File: src/rtl/fetch_pkg.sv
// fetch_pkg: types and constants shared by the instruction-fetch stage and
// the fetch/decode pipeline registers.
//   fetch_state_e : fetch sequencer state (ISSUE -> WAIT -> HAVE)
//   FETCH_IWIDTH  : default instruction width
//   FETCH_PWIDTH  : default PC / word-address width
//   FETCH_NOP     : instruction presented when nothing is live (all zeros)
package fetch_pkg;

  localparam int unsigned FETCH_IWIDTH = 32'd24;
  localparam int unsigned FETCH_PWIDTH = 32'd16;

  localparam logic [FETCH_IWIDTH-1:0] FETCH_NOP = {FETCH_IWIDTH{1'b0}};

  typedef enum logic [1:0] {
    ISSUE = 2'd0,
    WAIT  = 2'd1,
    HAVE  = 2'd2
  } fetch_state_e;

endpackage

File: src/rtl/fetch_perf_ctr.sv
// fetch_perf_ctr: 32-bit event counter with enable that sticks at all-ones.
//   clk_i   : clock, rising edge
//   rst_ni  : synchronous active-low reset, clears the count
//   en_i    : count one event this cycle
//   count_o : registered event count
module fetch_perf_ctr (
  input  logic        clk_i,
  input  logic        rst_ni,
  input  logic        en_i,
  output logic [31:0] count_o
);

  logic [31:0] count_r;

  // Saturating count register.
  always_ff @(posedge clk_i) begin
    if (!rst_ni) begin
      count_r <= 32'd0;
    end else if (en_i && (count_r != 32'hFFFF_FFFF)) begin
      count_r <= count_r + 32'd1;
    end else begin
      count_r <= count_r;
    end
  end

  assign count_o = count_r;

endmodule

File: src/rtl/fetch_unit_chk.sv
// fetch_unit_chk: simulation-only protocol checker for fetch_unit.
// A memory response is only legal while the fetch unit is waiting for one.
//   clk_i, rst_ni  : clock and synchronous active-low reset
//   imem_rvalid_i  : memory response valid
//   state_i        : current fetch state
module fetch_unit_chk
  import fetch_pkg::*;
(
  input logic         clk_i,
  input logic         rst_ni,
  input logic         imem_rvalid_i,
  input fetch_state_e state_i
);

  // A response arriving in ISSUE or HAVE is ignored by the datapath but flagged here.
  rvalid_only_in_wait_a : assert property (
    @(posedge clk_i) disable iff (!rst_ni) imem_rvalid_i |-> (state_i == WAIT)
  );

endmodule

File: src/rtl/fetch_unit.sv
// fetch_unit: instruction-fetch stage feeding the fetch/decode pipeline register.
// Owns the PC, keeps at most one request outstanding to instruction memory,
// buffers the returned word and presents it until the pipeline accepts it.
// Branch/jump redirects reload the PC and any in-flight response is discarded.
//
// Ports:
//   clk_i          : clock, rising edge
//   rst_ni         : synchronous active-low reset
//   stall_i        : downstream cannot accept, hold the current instruction
//   redirect_i     : branch/jump taken, load redirect_pc_i (beats stall_i)
//   redirect_pc_i  : redirect target
//   imem_req_o     : one-cycle request pulse to instruction memory
//   imem_addr_o    : request address (meaningful only with imem_req_o)
//   imem_rvalid_i  : memory response valid
//   imem_rdata_i   : memory response data
//   instr_o        : fetched instruction, NOP when valid_o=0
//   next_pc_o      : PC of instr_o plus PC_STEP, 0 when valid_o=0
//   valid_o        : instr_o/next_pc_o hold a live instruction
//   perf_fetched_o : (FETCH_PERF_EN only) instructions handed downstream
//   perf_stall_o   : (FETCH_PERF_EN only) cycles a live instruction was stalled
//
// Build option: define FETCH_PERF_EN to add the two performance counters.
module fetch_unit
  import fetch_pkg::*;
#(
  parameter int unsigned IWIDTH   = FETCH_IWIDTH,
  parameter int unsigned PWIDTH   = FETCH_PWIDTH,
  parameter int unsigned RESET_PC = 32'd0,
  parameter int unsigned PC_STEP  = 32'd1
) (
  input  logic              clk_i,
  input  logic              rst_ni,
  input  logic              stall_i,
  input  logic              redirect_i,
  input  logic [PWIDTH-1:0] redirect_pc_i,
  output logic              imem_req_o,
  output logic [PWIDTH-1:0] imem_addr_o,
  input  logic              imem_rvalid_i,
  input  logic [IWIDTH-1:0] imem_rdata_i,
  output logic [IWIDTH-1:0] instr_o,
  output logic [PWIDTH-1:0] next_pc_o,
  output logic              valid_o
`ifdef FETCH_PERF_EN
  ,
  output logic [31:0]       perf_fetched_o,
  output logic [31:0]       perf_stall_o
`endif
);

  localparam logic [PWIDTH-1:0] RESET_PC_W = PWIDTH'(RESET_PC);
  localparam logic [PWIDTH-1:0] PC_STEP_W  = PWIDTH'(PC_STEP);
  localparam logic [IWIDTH-1:0] NOP_W      = IWIDTH'(FETCH_NOP);
  localparam logic [PWIDTH-1:0] PC_ZERO    = {PWIDTH{1'b0}};

  fetch_state_e      state_r, state_s;
  logic [PWIDTH-1:0] pc_r, pc_s;
  logic              drop_r, drop_s;
  logic [IWIDTH-1:0] buf_r, buf_s;

  logic              req_r;
  logic [PWIDTH-1:0] addr_r;
  logic              valid_r;
  logic [IWIDTH-1:0] instr_r;
  logic [PWIDTH-1:0] npc_r;

  // Next-state decode for the fetch sequencer, PC, drop flag and buffer.
  always_comb begin
    state_s = state_r;
    drop_s  = drop_r;
    buf_s   = buf_r;
    // A redirect reloads the PC in every state; the PC is otherwise only
    // advanced when a live instruction leaves HAVE.
    if (redirect_i) begin
      pc_s = redirect_pc_i;
    end else begin
      pc_s = pc_r;
    end

    case (state_r)
      ISSUE: begin
        // The request at the old PC is already out; remember to discard it.
        state_s = WAIT;
        if (redirect_i) begin
          drop_s = 1'b1;
        end else begin
          drop_s = drop_r;
        end
      end

      WAIT: begin
        if (imem_rvalid_i) begin
          if (drop_r || redirect_i) begin
            // Stale response: throw it away and refetch from the new PC.
            drop_s  = 1'b0;
            state_s = ISSUE;
          end else begin
            buf_s   = imem_rdata_i;
            state_s = HAVE;
          end
        end else if (redirect_i) begin
          drop_s = 1'b1;
        end else begin
          drop_s = drop_r;
        end
      end

      HAVE: begin
        if (redirect_i) begin
          // The displayed instruction is squashed and does not advance the PC.
          buf_s   = NOP_W;
          state_s = ISSUE;
        end else if (!stall_i) begin
          pc_s    = pc_r + PC_STEP_W;
          state_s = ISSUE;
        end else begin
          state_s = HAVE;
        end
      end

      default: begin
        state_s = ISSUE;
        drop_s  = 1'b0;
        buf_s   = NOP_W;
      end
    endcase
  end

  // Sequencer state registers.
  always_ff @(posedge clk_i) begin
    if (!rst_ni) begin
      state_r <= ISSUE;
      pc_r    <= RESET_PC_W;
      drop_r  <= 1'b0;
      buf_r   <= NOP_W;
    end else begin
      state_r <= state_s;
      pc_r    <= pc_s;
      drop_r  <= drop_s;
      buf_r   <= buf_s;
    end
  end

  // Output registers, loaded from the next-state values so they always match
  // a decode of the state register without a combinational output path.
  always_ff @(posedge clk_i) begin
    if (!rst_ni) begin
      req_r   <= 1'b1;
      addr_r  <= RESET_PC_W;
      valid_r <= 1'b0;
      instr_r <= NOP_W;
      npc_r   <= PC_ZERO;
    end else begin
      req_r  <= (state_s == ISSUE);
      addr_r <= pc_s;
      if (state_s == HAVE) begin
        valid_r <= 1'b1;
        instr_r <= buf_s;
        npc_r   <= pc_s + PC_STEP_W;
      end else begin
        valid_r <= 1'b0;
        instr_r <= NOP_W;
        npc_r   <= PC_ZERO;
      end
    end
  end

  // The request register comes out of reset already set for the first ISSUE,
  // so it is masked while reset is still held.
  assign imem_req_o  = req_r & rst_ni;
  assign imem_addr_o = addr_r;
  assign valid_o     = valid_r;
  assign instr_o     = instr_r;
  assign next_pc_o   = npc_r;

`ifdef FETCH_PERF_EN
  logic fetched_en_s;
  logic stall_en_s;

  assign fetched_en_s = (state_r == HAVE) && !stall_i && !redirect_i;
  assign stall_en_s   = (state_r == HAVE) && stall_i;

  fetch_perf_ctr u_fetched_ctr (
    .clk_i   (clk_i),
    .rst_ni  (rst_ni),
    .en_i    (fetched_en_s),
    .count_o (perf_fetched_o)
  );

  fetch_perf_ctr u_stall_ctr (
    .clk_i   (clk_i),
    .rst_ni  (rst_ni),
    .en_i    (stall_en_s),
    .count_o (perf_stall_o)
  );
`endif

  fetch_unit_chk u_chk (
    .clk_i         (clk_i),
    .rst_ni        (rst_ni),
    .imem_rvalid_i (imem_rvalid_i),
    .state_i       (state_r)
  );

endmodule
File: config.mk
export PLATFORM = sky130hd
export DESIGN_NAME = fetch_unit
export DESIGN_NICKNAME = d
export VERILOG_FILES = /design/src/rtl/fetch_pkg.sv /design/src/rtl/fetch_perf_ctr.sv /design/src/rtl/fetch_unit_chk.sv /design/src/rtl/fetch_unit.sv
export SDC_FILE = /design/constraint.sdc
export NUM_CORES = 1
export LEC_CHECK = 0
export ABC_AREA = 1
export CORE_UTILIZATION = 43
export DETAILED_ROUTE_END_ITERATION = 10
export PLACE_DENSITY = 0.76
export SYNTH_ARGS = -nofsm -noshare
export SYNTH_HDL_FRONTEND = slang
export SYNTH_SLANG_ARGS = --single-unit
File: constraint.sdc
create_clock -name clk_i -period 1.96 [get_ports clk_i]
set_input_delay 0.196 -clock clk_i [delete_from_list [all_inputs] [get_ports clk_i]]
set_output_delay 0.196 -clock clk_i [all_outputs]
set_load 0.005 [all_outputs]
* Word level (Yosys, flattened, before mapping)
Cells that the tools add are included.
** Operators by class
- Equality and inequality tests :: 4
- Reductions and logical operators :: 5
- Muxes and demuxes :: 18
- Bitwise operators :: 2
- $add $sub $neg :: 2
** Operator list (count)
- two-way mux 24 bit :: 3
- case mux 24 bit (3 select lines) :: 1
- two-way mux 16 bit :: 4
- adder 16 x 1 -> 16 bit (second input constant) :: 2
- two-way mux 2 bit :: 4
- case mux 2 bit (3 select lines) :: 1
- equality test 2 bit (second input constant) :: 2
- zero test 2 bit :: 2
- two-way mux 1 bit :: 4
- AND reduction 2 bit :: 2
- inequality test 3 bit (second input constant) :: 1
- case mux 1 bit (3 select lines) :: 1
- equality test 2 x 1 -> 1 bit (second input constant) :: 1
- AND 1 bit :: 1
- logical OR 1 bit :: 1
- NOT 1 bit :: 1
** Word-level totals
- Logic and storage cells :: 39
- Output and inout bits :: 58
- Register bits after elaboration :: 85
- Input bits :: 45

* Depth between registers and ports, before layout
Gate-level depths: netlist (run 1).
- Word-level depth :: 6
- Mapped depth :: 17
- Mapped depth without buffers :: 16

* Worst setup path after synthesis (run 1)
Ideal clock, no wire load.
- Path type :: flip-flop to flip-flop
- Start point :: reg state_r[0]
- End point :: reg npc_r[12] (netlist: next_pc_o[12])
- Data required time :: 1.850 ns
- Data arrival time :: 1.777 ns
- Cell stages (with the launch flop) :: 16
- Library setup time :: 0.110 ns
- Path slack :: 0.073 ns
- Cells stage by stage :: dfxtp_1 > nor2_4 > nand2_2 > buf_6 > nand2_1 > nand2_2 > ha_1 > inv_1 > nor2_2 > nand2_2 > nor2_4 > nand2_1 > nor3_2 > nand2_1 > nand2_1 > nor2_2
** Between the ends
- Elaborated cells between the ends (all ways) :: 9
** RTL lines
- from (decl) :: line fetch_unit.sv:55 : fetch_state_e state_r, state_s;
- from (signal assigned) :: line fetch_unit.sv:136 : state_r <= state_s;
- equality test 2 bit :: line fetch_unit.sv:79 : case (state_r)
- two-way mux 16 bit :: line fetch_unit.sv:79
- net pc_s[0] :: line fetch_unit.sv:56 : logic [PWIDTH-1:0] pc_r, pc_s;
- adder 16 x 1 -> 16 bit :: line fetch_unit.sv:158 : npc_r <= pc_s + PC_STEP_W;
- to (signal assigned) :: line fetch_unit.sv:158
- to (decl) :: line fetch_unit.sv:64 : logic [PWIDTH-1:0] npc_r;
The timed path passes the listed nets, and every way through them passes these cells.
A chain may end at the register's enable or synchronous reset.

* Final worst setup path (run 1)
Ends and elaborated chain as after synthesis.

==> out/summary.log, run 1 <==
qor: outcome.outcome finished, final reports clean
qor: timing.timing.slew.headroom 0.703
qor: pwr.power_leakage 2.13 nW
qor: synthesis.netlist_area 3550 um^2
qor: clock_tree.cts-root-buf sky130_fd_sc_hd__clkbuf_8
qor: timing.fin_hold_ws 260 ps
qor: die.placementRows 32
qor: finish.final_core_utilization 0.670
qor: synthesis.synth_cells 464
qor: worst_setup_path.crit_path_start_kind register
qor: timing.maxClockFrequency 0.522 GHz
qor: timing.slew_violations 0
qor: synthesis.post_synth.cell_area_avg 7.66 um^2
qor: global_route.number_of_antenna_violations_at_the_first_check_in_global_routing 0
qor: pwr.power.total 3.37 mW
qor: worst_setup_path.worst_r2r_startpoint state_r[0]$_SDFF_PN0_
qor: die.die_area 8630 um^2
qor: worst_setup_path.critical_path.reg2reg.endpoint next_pc_o[12]$_SDFF_PN0_
qor: worst_setup_path.ff2ff_path_depth 16
qor: drt.first_iter_violations 198
qor: synthesis.fraction_of_post_synthesis_cell_area_in_the_top_cell_type_by_area 0.479
qor: synthesis.yosys_warnings 0
qor: timing.final_hold_viol_count 0
qor: global_route.grt_start_max_net_pins 43
qor: finish.num-fill-cells 672
qor: worst_setup_path.worst-endpoint-arrival 2200 ps
qor: global_route.grt_pass1_vias 3477
qor: drt.routed_wire_length 9890 um
qor: clock_tree.clock_insertion_delay_at_the_later_pin_of_the_skew_report 350 ps
qor: finish.stdcell_count 712
qor: drt.vias_per_cell 5.12
qor: clock_tree.clk_transition_reported_paths 90 ps
qor: die.io_pins 103
qor: finish.finish.net_count 653
qor: synthesis.synth-async-reset-ratio 0
qor: drt.route.antenna.remaining_nets 0
qor: synthesis.synth-edff-count 0
qor: timing.finalSetupViolCount 0
qor: synthesis.synth.ff_latch_count 85
qor: pwr.power.share.switching 0.261
qor: synthesis.synth_sequential_area_ratio 0.479
qor: worst_setup_path.worst-r2r-setup-slack 40 ps
qor: worst_setup_path.critPathMaxFanout 4
qor: placement.total_placed_instance_area 4880 um^2
qor: pwr.switching_power 0.879 mW
qor: drt.route.vias.total 3643
qor: min_path.hold_depth 3
qor: job.max_cap_violations 0
qor: drt.drcViolationCount 0
qor: worst_setup_path.cp_slowest_cell sky130_fd_sc_hd__dfxtp_4
qor: worst_setup_path.crit_path_max_incr_delay 370 ps
qor: min_path.worstHoldPathType in2reg
qor: finish.regArea 1720 um^2
qor: synthesis.synth_nets 511
qor: pwr.power.clock.fraction 0.308
qor: worst_setup_path.critical_path.endpoint_type register
qor: timing.final_period_minus_worst_setup_slack 1920 ps
qor: placement.finalWeightedCongestion 0.899
qor: timing.tightestPinTransition 445 ps
qor: synthesis.synth_flop_cell sky130_fd_sc_hd__dfxtp_1
qor: finish.drive_above_1_share 0.192
qor: die.start_util 0.453
qor: pwr.power.internal 2.49 mW
qor: synthesis.yosysUniqueCellTypes 34
qor: placement.buffer_ports.inserted 102
qor: die.die-width 92.9 um
qor: pwr.power_per_cell_area 641 nW/um^2
qor: clock_tree.cts_num_sinks 85
qor: pwr.share_comb_of_total_power 0.153
qor: worst_setup_path.cell_breakdown_of_the_critical_path inv_2, nand2_2, nor2_8, nand2_1, nand2_2, ha_4, inv_1, nor2_4, nand2_2, nor2_4, nand3_2, nor2_4, nand2_1, nand2_1, inv_2, nor2_2
qor: global_route.grtUsageTotal 0.232
qor: synthesis.synth.top_cells.by_area sky130_fd_sc_hd__dfxtp_1, sky130_fd_sc_hd__nand2_1, sky130_fd_sc_hd__nor2_1
qor: timing.clock-skew-final 13.3 ps
qor: worst_setup_path.worst_setup_path_type reg2reg
qor: finish.postLayoutCellArea 5260 um^2
qor: die.fp.dieH 92.9 um
qor: die.core-area 7850 um^2
qor: clock_tree.cts-htree-levels 3
qor: finish.area_growth_syn_to_layout 47.9%
qor: global_route.first_pass_grt_wire_length 15600 um
qor: worst_setup_path.timing.critical_path.required 2250 ps
qor: timing.unrepaired_setup_endpoints_after_global_routing yes
qor: global_route.grt-ovfl-total 0
qor: pwr.vdd.ir_drop.worst 0.480 mV
qor: clock_tree.cts_hold_repair.buffers 0
qor: clock_tree.cts-buffers-inserted 9
qor: placement.cell_count_after_placement 686
qor: clock_tree.tritoncts built
qor: synthesis.synth.largest_area_cell sky130_fd_sc_hd__dfxtp_1
qor: timing.post-route-period-util 0.978
qor: finish.antenna_diode_count 0
qor: placement.detailed_place_hpwl 6980 um
qor: drt.routed_wl_per_cell 13.9 um
qor: min_path.min_from stall_i
qor: finish.multi_input_comb_area 1710 um^2
qor: clock_tree.ctsLongestPathBuffers 2
qor: min_path.whs_endpoint valid_o$_SDFF_PN0_
qor: drt.number_of_detailed_route_iterations_in_the_first_pass 4
qor: pwr.p_seq_frac 0.539
[flip-flops by register name (all words and copies together), names as in the netlist]
register,count
imem_addr_o,16
next_pc_o,16
state_r,2
req_r,1
drop_r,1
buf_r,24
instr_o,24
valid_o,1
[critical path: cells and delay by family, from the launching register on]
family | cells | cell delay, ps
buffers and inverters | 3 | 150
AND/OR/NAND/NOR | 12 | 1200
flip-flops | 1 | 370
adder cells (fa/ha/maj) | 1 | 130
[cells by family after synthesis]
| kind of cell | synth area share |
|---|---|
| adders and majority gates | 0.00704 |
| DFF | 0.479 |
| AOI/OAI and AO/OA | 0.127 |
| xor gates and xnor gates | 0.00493 |
| buffers and inverters | 0.0701 |
| and+or+nand+nor | 0.312 |
[Yosys cell counts, types with 2 or more instances]
master / number
sky130_fd_sc_hd__inv_2: 6
sky130_fd_sc_hd__o21ai_0: 16
sky130_fd_sc_hd__nand2_1: 99
sky130_fd_sc_hd__buf_6: 3
sky130_fd_sc_hd__o211ai_1: 6
sky130_fd_sc_hd__nand3_2: 3
sky130_fd_sc_hd__nor2_2: 5
sky130_fd_sc_hd__a22oi_1: 24
sky130_fd_sc_hd__nor3_2: 2
sky130_fd_sc_hd__nand3_1: 22
sky130_fd_sc_hd__nor2_4: 6
sky130_fd_sc_hd__nor2_1: 88
sky130_fd_sc_hd__xnor2_1: 2
sky130_fd_sc_hd__buf_2: 7
sky130_fd_sc_hd__clkinv_1: 2
sky130_fd_sc_hd__clkbuf_1: 6
sky130_fd_sc_hd__nor3_1: 3
sky130_fd_sc_hd__nand4_1: 7
sky130_fd_sc_hd__o21ai_2: 3
sky130_fd_sc_hd__a21oi_1: 17
sky130_fd_sc_hd__nand2_2: 8
sky130_fd_sc_hd__ha_1: 2
sky130_fd_sc_hd__dfxtp_1: 85
sky130_fd_sc_hd__inv_1: 32
[how the worst max path moves through the flow]
stage | startpoint | endpoint | slack [ps] | cells after the start
2_1_floorplan | state_r[0]$_SDFF_PN0_ | next_pc_o[12]$_SDFF_PN0_ | 70 | 15
3_3_place_gp | redirect_i | next_pc_o[12]$_SDFF_PN0_ | -250 | 16
3_5_place_dp | redirect_i | next_pc_o[12]$_SDFF_PN0_ | -420 | 15
4_1_cts | imem_addr_o[0]$_SDFF_PN0_ | next_pc_o[12]$_SDFF_PN0_ | 8 | 12
5_1_grt | state_r[0]$_SDFF_PN0_ | next_pc_o[12]$_SDFF_PN0_ | -70 | 16
6_report | state_r[0]$_SDFF_PN0_ | next_pc_o[12]$_SDFF_PN0_ | 40 | 16
[per-layer routing]
metal  routed length (um)  GRT usage  part of all wire
met5                    0          0                 0
met4                  252      0.103             0.025
met3                  833     0.0739             0.084
met2                 4760      0.386              0.48
met1                 4050      0.273              0.41
[power by group through the flow]
| stage | Combinational [mW] | Sequential, mW | Clock, mW |
|---|---|---|---|
| after detailed placement | 0.478 | 1.85 | 0 |
| after CTS | 0.490 | 1.81 | 1.06 |
| final | 0.516 | 1.81 | 1.04 |
| after floorplan | 0.227 | 1.85 | 0 |
| after global routing | 0.566 | 1.82 | 1.13 |
| after global placement | 0.468 | 1.85 | 0 |
[final cells by class]
type                    instances  area share
flip-flops and latches         85       0.327
multi-input cells             322       0.325
repair buffers                148       0.265
inverters                      40      0.0290
clock buffers                  11      0.0250
well taps                     102      0.0243
clock inverters                 4     0.00500
[through the flow]
step	TNS [ps]	setup slack [ps]
2_1_floorplan	0	72.6
3_3_place_gp	-3870	-248
3_5_place_dp	-6110	-418
4_1_cts	0	7.82
5_1_grt	-193	-74.0
6_report	0	43.6
[cell usage in the layout (no fill, tap or decap), drive strengths merged, types with 5 or more instances in the layout]
master         count
a21oi             17
a22oi             24
buf               46
clkbuf            11
clkdlybuf4s50    100
clkinv             5
dfxtp             85
inv               38
nand2            107
nand3             25
nand4              7
nor2             100
nor3               5
o211ai             6
o21ai             20
[what timing repair did]
action / in CTS / in global routing
resized for setup: 8 / 33
pin swaps: 2 / 17
setup endpoints to repair: 5 / 10
buffers inserted: 4 / 7
cloned: 0 / 0
Power figures use the tool's default switching activity.
==> run 2: changes to the inputs <==
ABC_AREA = default   (was 1)
CORE_UTILIZATION = 42   (was 43)
CTS_BUF_LIST = sky130_fd_sc_hd__clkbuf_16   (was default)
GPL_TIMING_DRIVEN = 1   (was default)
==> run 2 against run 1 <==
Net effect:
- sequential power is essentially flat
- sequential share of layout area shrank 2.3 points
- first-iteration DRC count grew 15%
- sequential cell count is the same
- critical path depth shrank 9
- via count shrank 1.2%
- area after synthesis shrank 4.3%
- the run now ends with setup timing left
- wire length grew 5.6%
==> out/summary.log, run 2 <==
qor: pwr.vdd.ir_drop.worst 0.584 mV
qor: clock_tree.clk_transition_reported_paths 70 ps
qor: clock_tree.cts-root-buf sky130_fd_sc_hd__clkbuf_16
qor: synthesis.synth_cells 377
qor: worst_setup_path.number_of_buffer_and_inverter_instances_along_the_worst_setup_path 0
qor: synthesis.synth_flop_cell sky130_fd_sc_hd__dfxtp_1
qor: finish.layout_common_cells sky130_fd_sc_hd__clkdlybuf4s50_1, sky130_fd_sc_hd__dfxtp_1, sky130_fd_sc_hd__nor2_1
qor: clock_tree.tritoncts built
qor: synthesis.synth.largest_area_cell sky130_fd_sc_hd__dfxtp_1
qor: clock_tree.cts_num_sinks 85
qor: finish.drive_above_1_share 0.250
qor: die.core-area 7770 um^2
qor: timing.tightestPinTransition 556 ps
qor: outcome.violations setup timing
qor: timing.slew_violations 0
qor: worst_setup_path.cp_slowest_cell sky130_fd_sc_hd__or3b_4
qor: clock_tree.clock_insertion_delay_at_the_later_pin_of_the_skew_report 340 ps
qor: drt.vias_per_cell 5.49
qor: worst_setup_path.critPathMaxFanout 5
qor: drt.routed_wire_length 10400 um
qor: synthesis.synth_nets 424
qor: timing.maxClockFrequency 0.452 GHz
qor: drt.route.vias.total 3598
qor: timing.clock-skew-final 8.71 ps
qor: placement.total_placed_instance_area 5040 um^2
qor: die.fp.dieH 92.0 um
qor: synthesis.synth.top_cells.by_area sky130_fd_sc_hd__dfxtp_1, sky130_fd_sc_hd__nor2_1, sky130_fd_sc_hd__a22oi_1
qor: timing.final_hold_viol_count 0
qor: finish.area_growth_syn_to_layout 65.7%
qor: global_route.grt_start_max_net_pins 29
qor: global_route.grt-ovfl-total 0
qor: finish.finish.net_count 595
qor: die.die_area 8460 um^2
qor: outcome.outcome finished with violations
qor: global_route.first_pass_grt_wire_length 16800 um
qor: worst_setup_path.crit_path_max_incr_delay 460 ps
qor: timing.timing.slew.headroom 0.625
qor: synthesis.synth-edff-count 0
qor: synthesis.yosysUniqueCellTypes 49
qor: drt.number_of_detailed_route_iterations_in_the_first_pass 5
qor: worst_setup_path.worst-endpoint-arrival 2440 ps
qor: finish.antenna_diode_count 0
qor: finish.postLayoutCellArea 5640 um^2
qor: synthesis.yosys_warnings 0
qor: pwr.power_leakage 2.16 nW
qor: drt.drcViolationCount 0
qor: synthesis.fraction_of_post_synthesis_cell_area_in_the_top_cell_type_by_area 0.500
qor: job.max_cap_violations 0
qor: die.placementRows 32
qor: clock_tree.cts-buffers-inserted 9
qor: timing.fin_hold_ws 467 ps
qor: clock_tree.ctsLongestPathBuffers 2
qor: placement.buffer_ports.inserted 102
qor: synthesis.synth_sequential_area_ratio 0.500
qor: worst_setup_path.cpLargestDelayFamily simple AND/OR/NAND/NOR gates
qor: synthesis.synth.ff_latch_count 85
qor: drt.routed_wl_per_cell 16.0 um
qor: timing.finalSetupViolCount 13
qor: clock_tree.cts-htree-levels 3
qor: die.die-width 92.0 um
qor: worst_setup_path.cell_breakdown_of_the_critical_path or3b_4, nor4_4, mux2i_1, o311ai_0, nor3_1, xor2_1, nor2_1
qor: worst_setup_path.timing.critical_path.required 2190 ps
qor: placement.finalWeightedCongestion 0.897
qor: clock_tree.cts_hold_repair.buffers 0
qor: placement.detailed_place_hpwl 7130 um
qor: die.start_util 0.438
qor: timing.unrepaired_setup_endpoints_after_global_routing yes
qor: global_route.grt_pass1_vias 3622
qor: synthesis.synth-async-reset-ratio 0
qor: drt.first_iter_violations 228
qor: finish.final_common_cell sky130_fd_sc_hd__clkdlybuf4s50_1
qor: synthesis.post_synth.cell_area_avg 9.02 um^2
qor: pwr.power.total 4.17 mW
qor: drt.route.antenna.remaining_nets 0
qor: die.io_pins 103
qor: synthesis.netlist_area 3400 um^2
qor: pwr.power_per_cell_area 740 nW/um^2
qor: worst_setup_path.crit_path_start_kind register
qor: min_path.worstHoldPathType in2reg
qor: worst_setup_path.critical_path.endpoint_type register
qor: worst_setup_path.worst_setup_path_type reg2reg
qor: timing.totalNegativeSetupSlack -2100 ps
qor: synthesis.synth.most_common_cell sky130_fd_sc_hd__dfxtp_1
qor: global_route.grtUsageTotal 0.252
qor: timing.final_period_minus_worst_setup_slack 2210 ps
qor: timing.layout_setup_ws -255 ps
qor: synthesis.synth_top_cells_by_count sky130_fd_sc_hd__dfxtp_1, sky130_fd_sc_hd__nor2_1, sky130_fd_sc_hd__a22oi_1, sky130_fd_sc_hd__clkbuf_1, sky130_fd_sc_hd__nand2_1
qor: timing.post-route-period-util 1.13
qor: global_route.number_of_antenna_violations_at_the_first_check_in_global_routing 0
==> run 2: cell types whose count changed after synthesis, moves of 11 or more <==
| cell | before | now |
|---|---|---|
| sky130_fd_sc_hd__xnor2_1 | 2 | 14 |
| sky130_fd_sc_hd__o21ai_0 | 16 | 5 |
| sky130_fd_sc_hd__clkbuf_1 | 6 | 19 |
| sky130_fd_sc_hd__nand2_1 | 99 | 19 |
| sky130_fd_sc_hd__inv_1 | 32 | 7 |
==> run 2: final timing paths <==
check / start / to / slack (ps) / depth (start not counted)
max: state_r[0]$_SDFF_PN0_ / next_pc_o[9]$_SDFF_PN0_ / -250 / 7
min: redirect_pc_i[6] / imem_addr_o[6]$_SDFF_PN0_ / 470 / 3
max reg2reg: state_r[0]$_SDFF_PN0_ / next_pc_o[9]$_SDFF_PN0_ / -250 / 7
min reg2reg: buf_r[0]$_SDFF_PN0_ / instr_o[0]$_SDFF_PN0_ / 490 / 2
==> run 2: metal layers <==
metal  part of all wire  global-route usage
met1               0.41               0.304
met2               0.48               0.419
met3              0.086              0.0771
met4              0.025               0.100
met5                  0                   0
==> run 2: cells by family after synthesis <==
family / count (synthesis) / synth area share
multiplexers: 8 / 0.0243
AND/OR/NAND/NOR: 167 / 0.245
buffers and inverters: 30 / 0.0357
flip-flops: 85 / 0.500
XOR/XNOR: 17 / 0.0438
AO/OA/AOI/OAI: 68 / 0.143
adder cells (fa/ha/maj): 2 / 0.00736
==> run 2: report_power, final <==
part           internal (mW)  switching (mW)  leakage (nW)
sequential              1.77          0.0278         0.692
clock                   1.02           0.756         0.151
combinational          0.328           0.266          1.32
==> run 2: worst min-delay path: stages <==
cell                              delay [ps]
sky130_fd_sc_hd__clkdlybuf4s50_1         400
sky130_fd_sc_hd__nand2_1                  90
sky130_fd_sc_hd__a31oi_1                  70
==> run 2: area by class of cell <==
cell class / count / area, um^2
fill: 596 / 2130
multi-input combinational: 263 / 1820
sequential: 85 / 1710
timing repair buffer: 180 / 1640
clock buffer: 9 / 225
tap: 102 / 128
clock inverter: 7 / 86.3
inverter: 9 / 33.8
==> run 2: stage by stage <==
step / setup slack [ps] / std cells / util
5_1_grt: -373 / 655 / 0.726
3_3_place_gp: -622 / 631 / 0.648
4_1_cts: -279 / 650 / 0.700
2_1_floorplan: -353 / 377 / -
3_5_place_dp: -665 / 631 / 0.648
6_report: -255 / 655 / 0.726
==> run 2: timing repair <==
action | 4_1_cts | 5_1_grt
pin swaps | 5 | 7
buffers inserted | 2 | 5
setup endpoints to repair | 15 | 20
gates resized for setup | 15 | 29
cloned | 1 | 0
